===== src/rtl/stage_id_pipe_pkg.sv =====
// Shared types and helpers for the MIPS decode stage (stage_id_pipe).
// Enumerations mirror the encodings of the pc_src, br_mode, ext_op and mem_to_reg_wb control fields.
package stage_id_pkg;

  typedef enum logic [1:0] {
    PC_SEQ = 2'd0,
    PC_BR  = 2'd1,
    PC_JMP = 2'd2,
    PC_JR  = 2'd3
  } pc_src_e;

  typedef enum logic [2:0] {
    BR_EQ  = 3'd0,
    BR_NE  = 3'd1,
    BR_LEZ = 3'd2,
    BR_GTZ = 3'd3,
    BR_LTZ = 3'd4,
    BR_GEZ = 3'd5,
    BR_NV6 = 3'd6,
    BR_NV7 = 3'd7
  } br_mode_e;

  typedef enum logic [1:0] {
    EXT_ZERO = 2'd0,
    EXT_SIGN = 2'd1,
    EXT_LUI  = 2'd2,
    EXT_NONE = 2'd3
  } ext_op_e;

  typedef enum logic [1:0] {
    WB_ALU = 2'd0,
    WB_MEM = 2'd1,
    WB_PC8 = 2'd2,
    WB_IMM = 2'd3
  } wb_sel_e;

  localparam int JMP_ALIGN = 2;
  localparam int SEXT_MAX  = 128;

  // Sign-extends a 16-bit immediate; callers size-cast the result down to XLEN.
  function automatic logic [SEXT_MAX-1:0] sext16(input logic [15:0] imm, input int xlen);
    logic [SEXT_MAX-1:0] v;
    v = {{(SEXT_MAX-16){imm[15]}}, imm};
    for (int i = 16; i < SEXT_MAX; i++) begin
      if (i >= xlen) v[i] = 1'b0;
    end
    return v;
  endfunction

endpackage


===== src/rtl/stage_id_pipe_if.sv =====
// Decode-stage bundle: IF/ID inputs, WB write-back port, forwarding sources and the ID/EX outputs.
// slave is the stage_id_pipe view; master is the driver (surrounding pipeline or bench) view.
interface stage_id_pipe_if #(
  parameter int XLEN = 32,
  parameter int NREG = 32,
  parameter int NFWD = 6,
  localparam int RAW = $clog2(NREG),
  localparam int SW  = $clog2(NFWD + 1)
);
  logic                 id_valid;
  logic [31:0]          instr_id;
  logic [XLEN-1:0]      pc4_id;
  logic [1:0]           pc_src;
  logic [2:0]           br_mode;
  logic [1:0]           ext_op;
  logic [SW-1:0]        rd1_sel;
  logic [SW-1:0]        rd2_sel;
  logic [NFWD*XLEN-1:0] fwd_data;
  logic                 reg_write_wb;
  logic [RAW-1:0]       a3_wb;
  logic [1:0]           mem_to_reg_wb;
  logic [XLEN-1:0]      alu_res_wb;
  logic [XLEN-1:0]      mem_rd_wb;
  logic [XLEN-1:0]      pc4_wb;
  logic [XLEN-1:0]      ext_imm_wb;
  logic                 ex_ready;
  logic                 flush;
  logic [XLEN-1:0]      npc;
  logic                 npc_taken;
  logic                 id_stall;
  logic                 ex_valid;
  logic [XLEN-1:0]      ex_rd1;
  logic [XLEN-1:0]      ex_rd2;
  logic [XLEN-1:0]      ex_imm;
  logic [31:0]          ex_instr;
  logic [XLEN-1:0]      ex_pc4;

  modport slave (
    input  id_valid, instr_id, pc4_id, pc_src, br_mode, ext_op, rd1_sel, rd2_sel, fwd_data,
           reg_write_wb, a3_wb, mem_to_reg_wb, alu_res_wb, mem_rd_wb, pc4_wb, ext_imm_wb,
           ex_ready, flush,
    output npc, npc_taken, id_stall, ex_valid, ex_rd1, ex_rd2, ex_imm, ex_instr, ex_pc4
  );

  modport master (
    output id_valid, instr_id, pc4_id, pc_src, br_mode, ext_op, rd1_sel, rd2_sel, fwd_data,
           reg_write_wb, a3_wb, mem_to_reg_wb, alu_res_wb, mem_rd_wb, pc4_wb, ext_imm_wb,
           ex_ready, flush,
    input  npc, npc_taken, id_stall, ex_valid, ex_rd1, ex_rd2, ex_imm, ex_instr, ex_pc4
  );
endinterface


===== src/rtl/stage_id_pipe_gpr_file.sv =====
// General-purpose register file: two combinational read ports, one write port, r0 hard-wired to zero.
// ID_WB_BYPASS_EN makes a read of the register being written this cycle return the new data.
module gpr_file #(
  parameter int XLEN = 32,
  parameter int NREG = 32,
  localparam int RAW = $clog2(NREG)
) (
  input  logic            clk,
  input  logic            rst,
  input  logic [RAW-1:0]  i_ra1,
  input  logic [RAW-1:0]  i_ra2,
  input  logic            i_we,
  input  logic [RAW-1:0]  i_wa,
  input  logic [XLEN-1:0] i_wd,
  output logic [XLEN-1:0] o_rd1,
  output logic [XLEN-1:0] o_rd2
);

  logic [XLEN-1:0] r_regs [NREG];

  // NOTE: the array is reset because software relies on every GPR reading zero after reset;
  // that forces flops instead of a RAM macro, acceptable for a 32-entry file.
  always_ff @(posedge clk) begin
    if (rst) begin
      for (int i = 0; i < NREG; i++) r_regs[i] <= '0;
    end else if (i_we && (i_wa != '0)) begin
      r_regs[i_wa] <= i_wd;
    end
  end

  function automatic logic [XLEN-1:0] read_port(input logic [RAW-1:0] addr);
    if (addr == '0) return '0;
`ifdef ID_WB_BYPASS_EN
    if (i_we && (addr == i_wa)) return i_wd;
`endif
    return r_regs[addr];
  endfunction

  assign o_rd1 = read_port(i_ra1);
  assign o_rd2 = read_port(i_ra2);

endmodule


===== src/rtl/stage_id_pipe.sv =====
// MIPS decode stage: GPR read/write-back, operand forwarding, branch compare, next-PC, immediate
// extension and a valid/ready ID/EX register. Optional macro ID_WB_BYPASS_EN enables GPR write-through.
module stage_id_pipe
  import stage_id_pkg::*;
#(
  parameter int XLEN = 32,
  parameter int NREG = 32,
  parameter int NFWD = 6,
  localparam int RAW = $clog2(NREG),
  localparam int SW  = $clog2(NFWD + 1)
) (
  input logic            clk,
  input logic            rst,
  stage_id_pipe_if.slave bus
);

  logic [XLEN-1:0] w_wb_data, w_gpr_rd1, w_gpr_rd2, w_rd1_fwd, w_rd2_fwd;
  logic [XLEN-1:0] w_imm_sext, w_imm_ext, w_pc_seq, w_npc;
  logic [15:0]     w_imm16;
  logic            w_cond, w_taken, w_load;

  logic            r_ex_valid;
  logic [XLEN-1:0] r_ex_rd1, r_ex_rd2, r_ex_imm, r_ex_pc4;
  logic [31:0]     r_ex_instr;

  always_comb begin
    w_wb_data = bus.alu_res_wb;
    case (wb_sel_e'(bus.mem_to_reg_wb))
      WB_ALU:  w_wb_data = bus.alu_res_wb;
      WB_MEM:  w_wb_data = bus.mem_rd_wb;
      WB_PC8:  w_wb_data = bus.pc4_wb + XLEN'(4);
      WB_IMM:  w_wb_data = bus.ext_imm_wb;
      default: w_wb_data = bus.alu_res_wb;
    endcase
  end

  gpr_file #(.XLEN(XLEN), .NREG(NREG)) u_gpr (
    .clk   (clk),
    .rst   (rst),
    .i_ra1 (bus.instr_id[21 +: RAW]),
    .i_ra2 (bus.instr_id[16 +: RAW]),
    .i_we  (bus.reg_write_wb),
    .i_wa  (bus.a3_wb),
    .i_wd  (w_wb_data),
    .o_rd1 (w_gpr_rd1),
    .o_rd2 (w_gpr_rd2)
  );

  // Select 0 is the GPR, 1..NFWD an external slot; any other code yields zero.
  function automatic logic [XLEN-1:0] fwd_pick(input logic [SW-1:0] sel,
                                               input logic [XLEN-1:0] gpr,
                                               input logic [NFWD*XLEN-1:0] slots);
    logic [XLEN-1:0] v;
    v = '0;
    if (sel == '0) v = gpr;
    for (int k = 1; k <= NFWD; k++) begin
      if (sel == SW'(k)) v = slots[(k-1)*XLEN +: XLEN];
    end
    return v;
  endfunction

  assign w_rd1_fwd = fwd_pick(bus.rd1_sel, w_gpr_rd1, bus.fwd_data);
  assign w_rd2_fwd = fwd_pick(bus.rd2_sel, w_gpr_rd2, bus.fwd_data);

  always_comb begin
    w_cond = 1'b0;
    case (br_mode_e'(bus.br_mode))
      BR_EQ:   w_cond = (w_rd1_fwd == w_rd2_fwd);
      BR_NE:   w_cond = (w_rd1_fwd != w_rd2_fwd);
      BR_LEZ:  w_cond = w_rd1_fwd[XLEN-1] || (w_rd1_fwd == '0);
      BR_GTZ:  w_cond = !w_rd1_fwd[XLEN-1] && (w_rd1_fwd != '0);
      BR_LTZ:  w_cond = w_rd1_fwd[XLEN-1];
      BR_GEZ:  w_cond = !w_rd1_fwd[XLEN-1];
      default: w_cond = 1'b0;
    endcase
  end

  assign w_imm16    = bus.instr_id[15:0];
  assign w_imm_sext = XLEN'(sext16(w_imm16, XLEN));

  always_comb begin
    w_imm_ext = '0;
    case (ext_op_e'(bus.ext_op))
      EXT_ZERO: w_imm_ext = XLEN'(w_imm16);
      EXT_SIGN: w_imm_ext = w_imm_sext;
      EXT_LUI:  w_imm_ext = XLEN'({w_imm16, 16'h0000});
      default:  w_imm_ext = '0;
    endcase
  end

  assign w_pc_seq = bus.pc4_id + XLEN'(4);

  always_comb begin
    w_npc   = w_pc_seq;
    w_taken = 1'b0;
    case (pc_src_e'(bus.pc_src))
      PC_SEQ: w_npc = w_pc_seq;
      PC_BR: begin
        w_npc   = w_cond ? (bus.pc4_id + (w_imm_sext << JMP_ALIGN)) : w_pc_seq;
        w_taken = w_cond;
      end
      PC_JMP: begin
        w_npc   = {bus.pc4_id[XLEN-1:28], bus.instr_id[25:0], {JMP_ALIGN{1'b0}}};
        w_taken = 1'b1;
      end
      PC_JR: begin
        w_npc   = w_rd1_fwd;
        w_taken = 1'b1;
      end
      default: w_npc = w_pc_seq;
    endcase
  end

  assign bus.npc       = w_npc;
  assign bus.npc_taken = bus.id_valid && w_taken;

  assign w_load       = bus.id_valid && (!r_ex_valid || bus.ex_ready) && !bus.flush;
  assign bus.id_stall = bus.id_valid && r_ex_valid && !bus.ex_ready;

  // NOTE: pipeline state uses non-blocking assignments so every field samples pre-edge values.
  // flush outranks load; data fields are left untouched when only ex_valid drops.
  always_ff @(posedge clk) begin
    if (rst) begin
      r_ex_valid <= 1'b0;
      r_ex_rd1   <= '0;
      r_ex_rd2   <= '0;
      r_ex_imm   <= '0;
      r_ex_instr <= '0;
      r_ex_pc4   <= '0;
    end else if (bus.flush) begin
      r_ex_valid <= 1'b0;
    end else if (w_load) begin
      r_ex_valid <= 1'b1;
      r_ex_rd1   <= w_rd1_fwd;
      r_ex_rd2   <= w_rd2_fwd;
      r_ex_imm   <= w_imm_ext;
      r_ex_instr <= bus.instr_id;
      r_ex_pc4   <= bus.pc4_id;
    end else if (bus.ex_ready) begin
      r_ex_valid <= 1'b0;
    end
  end

  assign bus.ex_valid = r_ex_valid;
  assign bus.ex_rd1   = r_ex_rd1;
  assign bus.ex_rd2   = r_ex_rd2;
  assign bus.ex_imm   = r_ex_imm;
  assign bus.ex_instr = r_ex_instr;
  assign bus.ex_pc4   = r_ex_pc4;

endmodule


===== src/flat_wrapper.sv =====
// flat-port wrapper written by rule: the top's interface ports become plain ports
module stage_id_pipe_flat import stage_id_pkg::*;
#(
  parameter int XLEN = 32,
  parameter int NREG = 32,
  parameter int NFWD = 6,
  localparam int RAW = $clog2(NREG),
  localparam int SW  = $clog2(NFWD + 1)
)
  (clk, rst, bus_id_valid, bus_instr_id, bus_pc4_id, bus_pc_src, bus_br_mode, bus_ext_op, bus_rd1_sel, bus_rd2_sel, bus_fwd_data, bus_reg_write_wb, bus_a3_wb, bus_mem_to_reg_wb, bus_alu_res_wb, bus_mem_rd_wb, bus_pc4_wb, bus_ext_imm_wb, bus_ex_ready, bus_flush, bus_npc, bus_npc_taken, bus_id_stall, bus_ex_valid, bus_ex_rd1, bus_ex_rd2, bus_ex_imm, bus_ex_instr, bus_ex_pc4);
  stage_id_pipe_if #(.XLEN(XLEN), .NREG(NREG), .NFWD(NFWD)) bus_i ();
  input logic clk;
  input logic rst;
  input wire logic [$bits(bus_i.id_valid)-1:0] bus_id_valid;
  input wire logic [$bits(bus_i.instr_id)-1:0] bus_instr_id;
  input wire logic [$bits(bus_i.pc4_id)-1:0] bus_pc4_id;
  input wire logic [$bits(bus_i.pc_src)-1:0] bus_pc_src;
  input wire logic [$bits(bus_i.br_mode)-1:0] bus_br_mode;
  input wire logic [$bits(bus_i.ext_op)-1:0] bus_ext_op;
  input wire logic [$bits(bus_i.rd1_sel)-1:0] bus_rd1_sel;
  input wire logic [$bits(bus_i.rd2_sel)-1:0] bus_rd2_sel;
  input wire logic [$bits(bus_i.fwd_data)-1:0] bus_fwd_data;
  input wire logic [$bits(bus_i.reg_write_wb)-1:0] bus_reg_write_wb;
  input wire logic [$bits(bus_i.a3_wb)-1:0] bus_a3_wb;
  input wire logic [$bits(bus_i.mem_to_reg_wb)-1:0] bus_mem_to_reg_wb;
  input wire logic [$bits(bus_i.alu_res_wb)-1:0] bus_alu_res_wb;
  input wire logic [$bits(bus_i.mem_rd_wb)-1:0] bus_mem_rd_wb;
  input wire logic [$bits(bus_i.pc4_wb)-1:0] bus_pc4_wb;
  input wire logic [$bits(bus_i.ext_imm_wb)-1:0] bus_ext_imm_wb;
  input wire logic [$bits(bus_i.ex_ready)-1:0] bus_ex_ready;
  input wire logic [$bits(bus_i.flush)-1:0] bus_flush;
  output wire logic [$bits(bus_i.npc)-1:0] bus_npc;
  output wire logic [$bits(bus_i.npc_taken)-1:0] bus_npc_taken;
  output wire logic [$bits(bus_i.id_stall)-1:0] bus_id_stall;
  output wire logic [$bits(bus_i.ex_valid)-1:0] bus_ex_valid;
  output wire logic [$bits(bus_i.ex_rd1)-1:0] bus_ex_rd1;
  output wire logic [$bits(bus_i.ex_rd2)-1:0] bus_ex_rd2;
  output wire logic [$bits(bus_i.ex_imm)-1:0] bus_ex_imm;
  output wire logic [$bits(bus_i.ex_instr)-1:0] bus_ex_instr;
  output wire logic [$bits(bus_i.ex_pc4)-1:0] bus_ex_pc4;
  assign bus_i.id_valid = bus_id_valid;
  assign bus_i.instr_id = bus_instr_id;
  assign bus_i.pc4_id = bus_pc4_id;
  assign bus_i.pc_src = bus_pc_src;
  assign bus_i.br_mode = bus_br_mode;
  assign bus_i.ext_op = bus_ext_op;
  assign bus_i.rd1_sel = bus_rd1_sel;
  assign bus_i.rd2_sel = bus_rd2_sel;
  assign bus_i.fwd_data = bus_fwd_data;
  assign bus_i.reg_write_wb = bus_reg_write_wb;
  assign bus_i.a3_wb = bus_a3_wb;
  assign bus_i.mem_to_reg_wb = bus_mem_to_reg_wb;
  assign bus_i.alu_res_wb = bus_alu_res_wb;
  assign bus_i.mem_rd_wb = bus_mem_rd_wb;
  assign bus_i.pc4_wb = bus_pc4_wb;
  assign bus_i.ext_imm_wb = bus_ext_imm_wb;
  assign bus_i.ex_ready = bus_ex_ready;
  assign bus_i.flush = bus_flush;
  assign bus_npc = bus_i.npc;
  assign bus_npc_taken = bus_i.npc_taken;
  assign bus_id_stall = bus_i.id_stall;
  assign bus_ex_valid = bus_i.ex_valid;
  assign bus_ex_rd1 = bus_i.ex_rd1;
  assign bus_ex_rd2 = bus_i.ex_rd2;
  assign bus_ex_imm = bus_i.ex_imm;
  assign bus_ex_instr = bus_i.ex_instr;
  assign bus_ex_pc4 = bus_i.ex_pc4;
  stage_id_pipe #(.XLEN(XLEN), .NREG(NREG), .NFWD(NFWD)) u_core (.clk(clk), .rst(rst), .bus(bus_i));
endmodule

===== config.mk =====
export PLATFORM = sky130hd
export DESIGN_NAME = stage_id_pipe_flat
export DESIGN_NICKNAME = d
export VERILOG_FILES = /design/src/rtl/stage_id_pipe_pkg.sv /design/src/rtl/stage_id_pipe_if.sv /design/src/rtl/stage_id_pipe_gpr_file.sv /design/src/rtl/stage_id_pipe.sv /design/src/flat_wrapper.sv
export SDC_FILE = /design/constraint.sdc
export NUM_CORES = 2
export LEC_CHECK = 0
export CORE_ASPECT_RATIO = 0.7
export CORE_MARGIN = 8
export CORE_UTILIZATION = 41
export CTS_CLUSTER_DIAMETER = 120
export CTS_CLUSTER_SIZE = 10
export DETAILED_ROUTE_END_ITERATION = 6
export SYNTH_ARGS = -nofsm -noshare
export SYNTH_HDL_FRONTEND = slang
export SYNTH_HIERARCHICAL = 1
export SYNTH_SLANG_ARGS = --single-unit

===== constraint.sdc =====
create_clock -name clk -period 7.2 [get_ports clk]
set_input_delay 1.44 -clock clk [delete_from_list [all_inputs] [get_ports clk]]
set_output_delay 1.44 -clock clk [all_outputs]
set_load 0.01 [all_outputs]

Yosys cells after proc, flatten, opt, wreduce, memory -nomap -nowiden. Memory sizes are Yosys's and may differ from the RTL's. Index checks and enable logic that the tools add are counted.

Register bits: 161. Bits in latches: 0. Bits in writable memories: 1024. Bits in read-only memories: 0. Input bits: 410. Output and inout bits: 195. Logic and storage cells: 103. Memories: 1.

Add/subtract/negate cells: 3. Multipliers: 0. Divide/modulo/power cells: 0. Magnitude comparators: 0. Eq/ne operators: 27. Shifts and indexed selects: 0. Muxes and demuxes: 36. Bitwise gates (word level): 1. Reduce and logical (&&, ||, !) cells: 29.

Memory list: u_core.u_gpr.r_regs (depth 32, bits a word 32, rd ports 2, clocked after Yosys merged registers in 0, write ports 32, line stage_id_pipe_gpr_file.sv:19) `logic [XLEN-1:0] r_regs [NREG];`.

Operators with widths (number): 2-to-1 mux 32 bit (20); case mux 32 bit (4 select lines) (2); case mux 32 bit (3 select lines) (1); adder 32 x 3 -> 32 bit (second input constant) (2); adder 32 bit (1); == test 32 bit (1); logical NOT 32 bit (1); inequality test 32 bit (1); nonzero test 32 bit (1); OR reduction 32 bit (1); == test 3 bit (second input constant) (8); == test 3 x 2 -> 1 bit (second input constant) (6); == test 2 bit (second input constant) (5); logical NOT 5 bit (2); 2-to-1 mux 1 bit (10); == test 3 x 1 -> 1 bit (second input constant) (3); logical NOT 3 bit (3); logical AND 1 bit (7); == test 2 x 1 -> 1 bit (second input constant) (3); logical NOT 2 bit (3); case mux 1 bit (6 select lines) (1); 2-to-1 mux 5 bit (1); nonzero test 5 bit (1); logical NOT 1 bit (4); other kinds (6) (8).

Longest topological paths before layout.
Depth in word-level cells: 15. Gate-level depth with buffers: 22. Depth with buffers taken out: 15.

Modules after synthesis. The synthesis kept the hierarchy.

By module, submodules not included: gpr_file (times used 1, cells each 3502, area each 54253.3 µm², sequential area each 30749.5 µm²); stage_id_pipe (times used 1, cells each 1806, area each 14717.9 µm², sequential area each 3223.1 µm²).

Worst setup path after synthesis. Ideal clock, no wire load.

Path type: in2out. From: input bus_instr_id[23]. To: output bus_npc[24]. Data arrival time: 5.572 ns. Data required time: 5.760 ns. Path slack: 0.188 ns. Stages on the path: 19. Path buffers: 5. Path through: buf_2 > buf_2 > clkbuf_1 > mux4_2 > a22o_1 > a2111oi_1 > nor3_1 > mux4_2 > o21a_1 > xnor2_1 > or4_1 > nor3_2 > nand4_1 > mux2i_1 > or2_1 > buf_6 > buf_8 > a31o_1 > a21oi_1.

Cells in the longest elaborated chain, start to end: 15. Elaborated cells between the ends (all ways): 21. Classes of those cells: eq/ne: 2; mux: 12; reduce/logical: 6; memory: 1.

Ends and longest elaborated chain: start: declaration (line flat_wrapper.sv:15) `input wire logic [$bits(bus_i.instr_id)-1:0] bus_instr_id;`; parallel branches: the longest is 2 deep, another holds memory read (32 x 32 bit); 2-to-1 mux 32 bit (*) (line stage_id_pipe_gpr_file.sv:36) `return r_regs[addr];`; via u_core.w_gpr_rd1[29] (line stage_id_pipe.sv:17) `logic [XLEN-1:0] w_wb_data, w_gpr_rd1, w_gpr_rd2, w_rd1_fwd, w_rd2_fwd;`; 2-to-1 mux 32 bit (*) (line stage_id_pipe.sv:55) `if (sel == '0) v = gpr;`; 2-to-1 mux 32 bit (*) (6 in series) (line stage_id_pipe.sv:57) `if (sel == SW'(k)) v = slots[(k-1)*XLEN +: XLEN];`; nonzero test 32 bit / logical NOT 32 bit (equally long branches) (line stage_id_pipe.sv:71, stage_id_pipe.sv:70); logical AND 1 bit / logical OR 1 bit (equally long branches) (line stage_id_pipe.sv:71, stage_id_pipe.sv:70); case mux 1 bit (6 select lines) (*) (line stage_id_pipe.sv:67) `case (br_mode_e'(bus.br_mode))`; 2-to-1 mux 32 bit (*) (line stage_id_pipe.sv:99) `w_npc = w_cond ? (bus.pc4_id + (w_imm_sext << JMP_ALIGN)) : w_pc_seq;`; case mux 32 bit (4 select lines) (*) (line stage_id_pipe.sv:96) `case (pc_src_e'(bus.pc_src))`; end: declaration (line flat_wrapper.sv:32) `output wire logic [$bits(bus_i.npc)-1:0] bus_npc;`.

Mark *: on every way through the listed nets, which the timed path passes.

Worst setup path after layout.
From: input bus_instr_id[20]. To: output bus_npc[25].

Cells in the longest elaborated chain, start to end: 14. Elaborated cells between the ends (all ways): 16. Classes of those cells: eq/ne: 2; mux: 12; reduce/logical: 1; memory: 1.

Ends and longest elaborated chain (line): parallel branches: the longest is 2 deep, another holds memory read (32 x 32 bit); 2-to-1 mux 32 bit (*) (stage_id_pipe_gpr_file.sv:36); via u_core.w_gpr_rd2[20] (stage_id_pipe.sv:17); 2-to-1 mux 32 bit (*) (stage_id_pipe.sv:55); 2-to-1 mux 32 bit (*) (6 in series) (stage_id_pipe.sv:57); inequality test 32 bit / == test 32 bit (equally long branches) (stage_id_pipe.sv:69, stage_id_pipe.sv:68); case mux 1 bit (6 select lines) (*) (stage_id_pipe.sv:67); 2-to-1 mux 32 bit (*) (stage_id_pipe.sv:99); case mux 32 bit (4 select lines) (*) (stage_id_pipe.sv:96).

Marks and branches as above.

==> reports/metrics.csv <==
metric,value,unit
status,"finished, violations left",
violations,"design-rule violations, negative setup slack",
post-synth-top-area-fraction,44.6,%
cts_sinks,1185,
num-nets-final,6767,
power,18600,µW
slew_violations,0,
grt_usage,33.5,%
dieArea,182000,µm²
grt_pass1_vias,52481,
clk-insertion-delay-late,830,ps
ys_types,94,
p_leak,0.0316,µW
rr_startpoint,u_core/u_gpr/r_regs[29][24],
overflow,0,
gp_congestion,1.06,
netlist_instances,5308,
crit_path_end_kind,primary output,
rows,126,
crit_required,5760,ps
syn_avg_cell_area,13.0,µm²
critPathMaxFanout,9,
fin_tns_setup,-17140,ps
rsz0062_at_grt,true,
hold_viol,0,
die_x,506,µm
met3_length,48.7,mm
clockBufferDepth,3,
grt_max_degree,84,
fin_ws,-687,ps
hold_buffers,0,
cap_violations,0,
async_flop_share,0,%
setup_violations,31,
drt_iter0_markers,9351,
peakVddDrop,0.181,mV
startpoint_type,primary input,
vias,55968,
finalInstanceArea,88100,µm²
reg2reg_slack,3520,ps
fmax,127,MHz
highest_layer,met5,
wl,318,mm
vias_per_cell,6.47,
synth-seq-cells,1185,
arrival,6450,ps
finalCoreUtilization,52.5,%
synth-seq-area-share,49.3,%
drive_gt1_share,29.2,%
io_pins,605,
min_path_cells,2,
syn_to_final_growth,27.7,%
place.detailed.hpwl,230,mm
synth-main-ff-cell,edfxtp_1,
htree_levels,4,
min_to,u_core/bus.ex_imm[12],
yosysWarnings,6,
powerDensity,211,nW/µm²
synth.area.top_cells,"edfxtp_1 (45%), mux4_2 (18%), and2_1 (9.1%)",
wl_per_cell,36.8,µm
netlist_area,69000,µm²
min_from,u_core/bus.ex_imm[12],
die_h,359,µm
tritoncts,done,
yosys.area.top_type,edfxtp_1,
slew_headroom,23.6,%
routed-wl-met2,131,mm
io_buffer_count,604,
first_pass_iters,7,
post-route-min-period,7890,ps
drc,15,
r2r_end,u_core/bus.ex_rd2[24],
antenna_found_initial,72,
core,168000,µm²
worst_pin_slew,1150,ps
r2r_cells,16,
hold_class,reg -> reg,
holdWs,454,ps
detail-route-antenna-nets,0,
crit_type,in -> out,
finClkSkew,54.4,ps
wl_met1,127,mm
placed_area,81600,µm²
grt_pass1_wl,433,mm
cts_buffers,136,
cts_root_buffer,clkbuf_16,
initial_core_util,41.1,%
clk_pin_slew,50,ps
synth_enable_flop_cells,1024,
finalCritPeriodShare,110,%
## what timing repair did
| action | 4_1_cts | 5_1_grt |
|---|---|---|
| endpoints found under the setup margin | 31 | 31 |
| setup buffers | 38 | 40 |
| cloned | 10 | 5 |
| pin swaps | 32 | 61 |
| gates resized for setup | 311 | 159 |
## cells by family after synthesis
family,count (synthesis),share of synthesized area (%)
and+or+nand+nor,1771,14.5
muxes,858,22.4
other,1,0.00544
buffers and inverters,563,3.90
DFF,1185,49.3
AOI/OAI and AO/OA,785,7.93
adders and majority gates,32,0.591
xor gates and xnor gates,113,1.43
## state kept, by name, indices dropped and copies added, names as in the netlist
| name | cells |
|---|---|
| u_core/bus.ex_valid | 1 |
| u_core/bus.ex_instr | 32 |
| u_core/bus.ex_imm | 32 |
| u_core/u_gpr/r_regs | 1024 |
| u_core/bus.ex_rd2 | 32 |
| u_core/bus.ex_pc4 | 32 |
| u_core/bus.ex_rd1 | 32 |
## final cells by class
class	instances	area (µm²)
antenna	55	138
clock inverter	16	303
fill	14111	79800
tap	2240	2800
multi-input combinational	3591	34000
sequential	1185	34000
inverter	30	113
clock buffer	158	3490
timing repair buffer	1381	13300
## worst max-delay path: stages
cell             delay [ps]
clkdlybuf4s50_1         450
buf_4                   200
nand2b_1                210
or2_2                   150
buf_4                   180
buf_4                   270
o22ai_1                 160
nor3_1                  740
mux4_2                  400
mux2i_2                  90
xnor2_1                 160
nand4_1                 120
nor2_2                  180
nand4_1                 220
mux2i_4                 360
buf_6                   150
nor2_4                   40
buf_6                   130
buf_6                   120
nor2_4                  100
mux2i_1                 290
buf_4                   170
buf_6                   100
## report_power, final
group	internal [µW]	switching (µW)
combinational	1830	2340
clock	3440	2930
sequential	7830	229
## cells in the final DEF, fill, tap and decap left out, types with 20 or more instances in the layout
master           count
a2111oi_2           20
a2111oi_4           22
a211oi_1            39
a21oi_1            202
a221oi_1            21
a22o_1              43
a22oi_1             24
and2_1            1000
buf_12              75
buf_2               32
buf_4              648
buf_6               41
clkbuf_1            22
clkbuf_16          141
clkdlybuf4s50_1    554
conb_1              32
dfxtp_1            161
diode_2             55
edfxtp_1          1024
ha_1                31
inv_1               27
mux2_2              52
mux2i_1            240
mux4_2             542
nand2_1            249
nand2b_1            27
nand3_1             47
nand3b_1            29
nor2_1             147
nor2_2              32
nor2b_1             30
nor3_1              43
o21ai_0             43
o21ai_1             29
o221ai_1            20
o22ai_1            101
or2_2               37
xnor2_1             80
xor2_1              32
## metal layers
layer  track usage [%]  vias up
met4              11.5       12
met2              46.7     4498
met1              47.6    28501
met3              13.1      645
li1                  -    22312
met5                 0        -
## per-stage QoR
stage                     worst slack [ps]  std cells
after floorplan                        188       5339
after global placement               -2140       8341
after detailed placement             -2150       8341
after CTS                             -667       8560
after global routing                  -691       8636
final                                 -687       8656
## worst max-delay path by stage
stage                           from          end  slack, ps  depth (start not counted)
floorplan           bus_instr_id[23]  bus_npc[24]        190                         19
global placement    bus_instr_id[21]   bus_npc[2]      -2140                         21
detailed placement  bus_instr_id[21]  bus_npc[18]      -2150                         20
CTS                 bus_instr_id[21]  bus_npc[11]       -670                         22
global route        bus_instr_id[21]  bus_npc[26]       -690                         22
finish              bus_instr_id[20]  bus_npc[25]       -690                         23
## synthesized netlist by cell type (all sizes together) (58+ instances only)
library cell	number
a2111oi	60
a21oi	215
and2	1001
buf	179
clkbuf	354
dfxtp	161
edfxtp	1024
mux2	58
mux2i	258
mux4	542
nand2	251
nor2	182
nor3	70
o21ai	88
o22ai	118
xnor2	81
No activity file was read; power rests on OpenSTA's default activity.
